**src/rtl/bm_fp_pkg.sv**
```systemverilog
// Shared fixed-point / binary64 definitions for the Box-Muller datapath.
// Used by both the U1 denormalizer and renormalizer.
package bm_fp_pkg;

   localparam int BIAS   = 1023;
   localparam int FW     = 105;
   localparam int VW     = 9;
   localparam int DW     = FW - VW;
   localparam int MANT_W = 52;
   localparam int EXP_W  = 11;
   localparam int LZ_W   = 7;

   typedef struct packed {
      logic              sign;
      logic [EXP_W-1:0]  exp;
      logic [MANT_W-1:0] frac;
   } fields_t;

endpackage

```
**src/rtl/u1_renorm_if.sv**
```systemverilog
// Push-only sample bus for the U1 renormalizer.
// Master drives the fixed-point sample, slave returns the double.
interface u1_renorm_if;
   import bm_fp_pkg::*;

   logic          pushin;
   logic [VW-1:0] v_in;
   logic [DW-1:0] delta_in;
   logic          pushout;
   logic [63:0]   U_out;

   modport master (
      output pushin, v_in, delta_in,
      input  pushout, U_out
   );

   modport slave (
      input  pushin, v_in, delta_in,
      output pushout, U_out
   );

endinterface

```
**src/rtl/lzc105.sv**
```systemverilog
// Combinational 105-bit leading-zero counter, binary-search tree.
// Padding with ones below the LSB caps the count at 105 for x==0.
module lzc105
   import bm_fp_pkg::*;
(
   input  logic [FW-1:0]   x,
   output logic [LZ_W-1:0] cnt,
   output logic            all_zero
);

   logic [127:0] y;
   logic [63:0]  y6;
   logic [31:0]  y5;
   logic [15:0]  y4;
   logic [7:0]   y3;
   logic [3:0]   y2;
   logic [1:0]   y1;

   assign y      = {x, {(128-FW){1'b1}}};
   assign cnt[6] = ~|y[127:64];
   assign y6     = cnt[6] ? y[63:0] : y[127:64];
   assign cnt[5] = ~|y6[63:32];
   assign y5     = cnt[5] ? y6[31:0] : y6[63:32];
   assign cnt[4] = ~|y5[31:16];
   assign y4     = cnt[4] ? y5[15:0] : y5[31:16];
   assign cnt[3] = ~|y4[15:8];
   assign y3     = cnt[3] ? y4[7:0] : y4[15:8];
   assign cnt[2] = ~|y3[7:4];
   assign y2     = cnt[2] ? y3[3:0] : y3[7:4];
   assign cnt[1] = ~|y2[3:2];
   assign y1     = cnt[1] ? y2[1:0] : y2[3:2];
   // y is never zero, so a clear top bit implies y1 == 2'b01
   assign cnt[0] = (y1 == 2'b01);

   assign all_zero = ~|x;

endmodule

```
**src/rtl/u1_renorm.sv**
```systemverilog
// Three-stage normalizer: 105-bit fraction in [0,1) to binary64,
// round-to-nearest-even, push-only valid flow.
module u1_renorm
   import bm_fp_pkg::*;
(
   input  logic       clk,
   input  logic       rst,
   u1_renorm_if.slave bus
);

   logic [FW-1:0]     x_in;
   logic [LZ_W-1:0]   lz_c;
   logic              z_c;

   logic              v1;
   logic [FW-1:0]     x1;
   logic [LZ_W-1:0]   lz1;
   logic              z1;

   logic [FW-1:0]     xs;
   logic [MANT_W-1:0] frac_c;
   logic              guard_c;
   logic              sticky_c;
   logic [EXP_W-1:0]  exp_c;

   logic              v2;
   logic [MANT_W-1:0] f2;
   logic              g2;
   logic              s2;
   logic [EXP_W-1:0]  e2;
   logic              z2;

   logic              rnd;
   logic [MANT_W:0]   sum;
   logic [EXP_W-1:0]  e_r;
   fields_t           res;

   logic              v3;
   logic [63:0]       u3;

   assign x_in = {bus.v_in, bus.delta_in};

   lzc105 u_lzc (
      .x        (x_in),
      .cnt      (lz_c),
      .all_zero (z_c)
   );

   always_ff @(posedge clk or posedge rst) begin
      if (rst) begin
         v1  <= 1'b0;
         x1  <= '0;
         lz1 <= '0;
         z1  <= 1'b0;
      end else begin
         v1 <= bus.pushin;
         if (bus.pushin) begin
            x1  <= x_in;
            lz1 <= lz_c;
            z1  <= z_c;
         end
      end
   end

   // Shifting out the hidden one zero-fills short values, so
   // guard/sticky vanish naturally when the leading one is low.
   always_comb begin
      xs       = x1 << (lz1 + 7'd1);
      frac_c   = xs[FW-1 -: MANT_W];
      guard_c  = xs[FW-1-MANT_W];
      sticky_c = |xs[FW-2-MANT_W:0];
      exp_c    = EXP_W'(BIAS - 1) - EXP_W'(lz1);
   end

   always_ff @(posedge clk or posedge rst) begin
      if (rst) begin
         v2 <= 1'b0;
         f2 <= '0;
         g2 <= 1'b0;
         s2 <= 1'b0;
         e2 <= '0;
         z2 <= 1'b0;
      end else begin
         v2 <= v1;
         if (v1) begin
            f2 <= frac_c;
            g2 <= guard_c;
            s2 <= sticky_c;
            e2 <= exp_c;
            z2 <= z1;
         end
      end
   end

   // A mantissa carry-out leaves frac at zero and bumps the exponent.
   always_comb begin
      rnd = g2 & (s2 | f2[0]);
      sum = {1'b0, f2} + {{MANT_W{1'b0}}, rnd};
      e_r = e2 + {{(EXP_W-1){1'b0}}, sum[MANT_W]};
      res = '{sign: 1'b0, exp: e_r, frac: sum[MANT_W-1:0]};
      if (z2)
         res = '0;
   end

   always_ff @(posedge clk or posedge rst) begin
      if (rst) begin
         v3 <= 1'b0;
         u3 <= '0;
      end else begin
         v3 <= v2;
         if (v2)
            u3 <= res;
      end
   end

   assign bus.pushout = v3;
   assign bus.U_out   = u3;

endmodule

```
**src/flat_wrapper.sv**
```systemverilog
// flat-port wrapper written by rule: the top's interface ports become plain ports
module u1_renorm_flat import bm_fp_pkg::*;
  (clk, rst, bus_pushin, bus_v_in, bus_delta_in, bus_pushout, bus_U_out);
  u1_renorm_if bus_i ();
  input  logic clk;
  input  logic rst;
  input wire logic [$bits(bus_i.pushin)-1:0] bus_pushin;
  input wire logic [$bits(bus_i.v_in)-1:0] bus_v_in;
  input wire logic [$bits(bus_i.delta_in)-1:0] bus_delta_in;
  output wire logic [$bits(bus_i.pushout)-1:0] bus_pushout;
  output wire logic [$bits(bus_i.U_out)-1:0] bus_U_out;
  assign bus_i.pushin = bus_pushin;
  assign bus_i.v_in = bus_v_in;
  assign bus_i.delta_in = bus_delta_in;
  assign bus_pushout = bus_i.pushout;
  assign bus_U_out = bus_i.U_out;
  u1_renorm u_core (.clk(clk), .rst(rst), .bus(bus_i));
endmodule
```
**config.mk**
```make
export PLATFORM = sky130hd
export DESIGN_NAME = u1_renorm_flat
export DESIGN_NICKNAME = d
export VERILOG_FILES = /design/src/rtl/bm_fp_pkg.sv /design/src/rtl/u1_renorm_if.sv /design/src/rtl/lzc105.sv /design/src/rtl/u1_renorm.sv /design/src/flat_wrapper.sv
export SDC_FILE = /design/constraint.sdc
export NUM_CORES = 1
export LEC_CHECK = 0
export ABC_CLOCK_PERIOD_IN_PS = 10370
export BUFFER_PORTS_ARGS = -buffer_cell sky130_fd_sc_hd__buf_2
export CAP_MARGIN = 15
export CORE_AREA = 4 4 273 275
export CTS_BUF_LIST = sky130_fd_sc_hd__clkbuf_8
export CTS_CLUSTER_DIAMETER = 30
export DETAILED_ROUTE_END_ITERATION = 16
export DIE_AREA = 0 0 277 279
export PLACE_DENSITY = 0.49
export RECOVER_POWER = 50
export SLEW_MARGIN = 20
export SYNTH_ARGS = -nofsm -noshare
export SYNTH_HDL_FRONTEND = slang
export SYNTH_SLANG_ARGS = --single-unit
```
**constraint.sdc**
```tcl
create_clock -name clk -period 10.37 [get_ports clk]
set_input_delay 1.5555 -clock clk [delete_from_list [all_inputs] [get_ports clk]]
set_output_delay 1.5555 -clock clk [all_outputs]
set_load 0.005 [all_outputs]
```
==> flow_summary_export.csv <==
group,metric,value,unit
synth,syn_area_per_cell,9.21,um^2
min_path,hold_end,"u_core.g2",
floorplan,dieArea,77300,um^2
cts,cts_tree,"done",
global_routing,antenna_found_initial,2,
cts,clk_latency,0.64,ns
worst_setup_path,startpoint_type,"flop",
routing,avgRoutedWirePerCell,25.0,um
worst_setup_path,crit_path_end_kind,"flop",
routing,routed-wl-met3,4.24,mm
worst_setup_path,reg2reg_depth,13,
routing,antenna_left,0,
synth,synth_edf_count,0,
cts,cts.sinks,243,
cts,cts-resized-gates,0,
timing,worstMarginPinSlew,4.98,ns
cts,h-tree-depth,3,
worst_setup_path,critical_path_arrival,7.33,ns
routing,wl,76.8,mm
timing,finalMaxSlewViolations,402,
global_routing,grt_first_pass_wirelength,113,mm
floorplan,initial_core_util,24.7,%
min_path,hold_depth,1,
place,dp_hpwl,60.8,mm
power,power_per_cell_area,187,nW/um^2
global_routing,grt.overflow.total,0,
synth,synthMuxAreaShare,26.4,%
synth,syn-num-nets,2053,
routing,viasPerCell,5.37,
place,gp_congestion,0.990,
routing,firstDrtPassIters,5,
synth,ys_types,71,
cells_and_area,drive_gt1_share,27.5,%
min_path,holdCritStartpoint,"u_core.g2",
power,p_leak,8.42,nW
outcome,violations,"max-capacitance violations, max-slew violations",
floorplan,rows,99,
timing,period_share,67.2,%
synth,ys.flop_type,"dfrtp_1",
cts,cts-buffers-inserted,73,
floorplan,core,72300,um^2
cts,root_buffer,"clkbuf_8",
place,placement.io_buffers,171,
synth,synth_top_family_by_area,"multiplexers",
worst_setup_path,rrSetupSlack,3.40,ns
worst_setup_path,crit_slowest_cell,"clkbuf_1",
worst_setup_path,r2r-start,"u_core.lz1[0]",
synth,synthCells,1940,
floorplan,fp.dieW,277,um
timing,min_period,6.97,ns
synth,synth_most_common_cell,"dfrtp_1",
power,irDropWorstVdd,0.106,mV
synth,synthAdderAreaFrac,0.350,%
synth,synth_top_cells_by_area,"dfrtp_1, mux4_2, mux2_2, mux2i_1, nor2_1",
synth,synth-xor-area-share,3.23,%
floorplan,io_pins,173,
routing,met1_length,36.1,mm
cts,cts.clk_slew.worst_paths,0.06,ns
cts,postCtsSetupRepairBufs,0,
synth,synth_top_area_share,34.0,%
timing,rsz0062_at_grt,"false",
timing,hold_viol_final,0,
worst_setup_path,crit_fanout,93,
global_routing,grt_max_degree,102,
worst_setup_path,max_stage_delay,2.02,ns
timing,finClkSkew,0.0296,ns
global_routing,grt_use_total,19.4,%
worst_setup_path,crit_chain,"clkbuf_1 -> ha_4 -> buf_6 -> mux4_2 -> mux2_2 -> mux2i_1 -> nor2_1 -> a21oi_1 -> o21ai_0 -> nor4_1 -> nand4_1 -> o311ai_0 -> o21ai_0",
synth,yosysWarningCount,0,
routing,wl_met2,33.4,mm
synth,synth-compound-area-share,16.7,%
worst_setup_path,critical_path_class,"reg2reg",
routing,vias,16500,
floorplan,die_y,279,um
synth,synthTopCellsByCount,"dfrtp_1, nor2_1, nand2_1",
worst_setup_path,cp.required,10.73,ns
cells_and_area,final_util,29.5,%
synth,synth-simple-area-share,14.3,%
synth,syn-cell-area,17900,um^2
job,cap_violations,6,
routing,highest_layer,"met4",
outcome,status,"finished with violations",
power,finalPower,3.98,mW
timing,fmax,144,MHz
timing,tns,0,ns
min_path,hold_class,"reg2reg",
synth,synth_area_leader_cell,"dfrtp_1",
cells_and_area,fin_nets,2172,
timing,setup_violations,0,
worst_setup_path,r2r-end,"u_core.s2",
synth,synth_async_sr_flop_share,100,%
routing,remaining_drc_errors,0,
worst_setup_path,cpMostUsedCell,"o21ai_0",
cts,clk_path_buf_depth,3,
global_routing,grt_pass1_vias,16500,
synth,synth-seq-cells,243,
cells_and_area,syn_to_final_growth,19.5,%
cts,hold_buffers,0,
routing,drt_iter0_drc,1542,
synth,seq_area_frac_synth,34.0,%
timing,slew_headroom,-234,%
[where the power goes]
part           internal [mW]  switching [mW]  total [mW]
sequential              1.09           0.157        1.25
clock                   1.00           0.535        1.54
combinational          0.485           0.713        1.20
[area by class of cell]
class,instances,area (um^2)
clock buffers,89,1220
fillers,7823,51000
repair buffers,195,1030
multi-input cells,1467,11100
diodes,1,2.50
flip-flops and latches,243,6090
inverters,79,298
well taps,959,1200
clock inverters,42,464
[through the flow]
step	area, um^2	worst slack [ns]	hold slack (ns)	std cells
after CTS	21400	4.80	0.493	3074
final	21400	3.40	0.488	3075
after global routing	21400	2.68	0.522	3075
after global placement	19700	4.23	0.479	2943
after floorplan	17900	2.14	0.352	1940
after detailed placement	19700	4.35	0.483	2943
[per-layer routing]
layer | global-route usage [%] | vias to the layer above
met5 | 0 | -
met1 | 27.8 | 8232
li1 | - | 7447
met2 | 29.4 | 693
met4 | 7.43 | 0
met3 | 3.42 | 142
[kinds of logic (layout without fill, tap and decap cells)]
kind of cell,after synthesis,after routing
compound gates,472,472
other cells,1,2
buf+inv,230,405
xor+xnor,66,66
flops,243,243
fa+ha+maj,5,5
simple gates,572,572
mux,351,351
[worst max-delay path: cells and delay by family, from the launching register on]
kind,cells,cell delay [ns]
buffers and inverters,2,2.65
multiplexers,3,1.19
AO/OA/AOI/OAI,4,0.91
flip-flops,1,0.72
AND/OR/NAND/NOR,3,0.64
adder cells (fa/ha/maj),1,0.50
[worst max path at each step]
stage | startpoint | cells past startpoint | slack (ns) | end
detailed placement | bus_v_in[2] | 11 | 4.35 | u_core.lz1[0]
finish | u_core.lz1[0] | 13 | 3.40 | u_core.s2
global route | u_core.lz1[0] | 13 | 2.68 | u_core.s2
global placement | bus_v_in[2] | 11 | 4.23 | u_core.lz1[0]
floorplan | rst | 1 | 2.14 | u_core.bus.U_out[0]
CTS | u_core.lz1[0] | 13 | 4.80 | u_core.s2
[cells in the final DEF (no fill, tap or decap), types with 6 or more instances in the layout]
master | Yosys | layout
mux4_2 | 80 | 80
inv_1 | 77 | 84
a21oi_1 | 136 | 136
o211ai_1 | 22 | 22
and2_1 | 9 | 9
dfrtp_1 | 243 | 241
or3_1 | 6 | 6
a21o_1 | 6 | 6
nor2_1 | 208 | 206
nor4_1 | 26 | 26
a211oi_1 | 29 | 29
mux2i_1 | 113 | 113
o22ai_1 | 74 | 74
nor3_1 | 30 | 29
buf_4 | 1 | 17
or4_1 | 7 | 7
xor2_1 | 33 | 28
nand3b_1 | 6 | 6
o21ai_0 | 87 | 87
a22oi_1 | 6 | 6
mux2_2 | 158 | 157
clkinvlp_4 | 0 | 11
bufinv_16 | 0 | 9
xnor2_1 | 33 | 29
and3_1 | 15 | 15
clkinv_2 | 0 | 11
a2bb2oi_1 | 7 | 7
o21a_1 | 7 | 7
buf_2 | 14 | 170
o311ai_0 | 6 | 6
o2bb2ai_1 | 6 | 6
nand4_1 | 12 | 12
clkbuf_8 | 0 | 89
a221oi_1 | 8 | 8
and4_1 | 6 | 6
nand3_1 | 40 | 40
nand2_1 | 190 | 190
a32oi_1 | 12 | 12
a211o_1 | 8 | 8
a31oi_1 | 21 | 21
[flip-flops by register name (all words and copies together), names as in the netlist]
signal and flops:
u_core.v1 1, u_core.bus.U_out 63, u_core.bus.pushout 1, u_core.z2 1, u_core.f2 52, u_core.v2 1
u_core.lz1 7, u_core.x1 105, u_core.e2 9, u_core.s2 1, u_core.g2 1, u_core.z1 1
(Power assumes the default switching activity.)
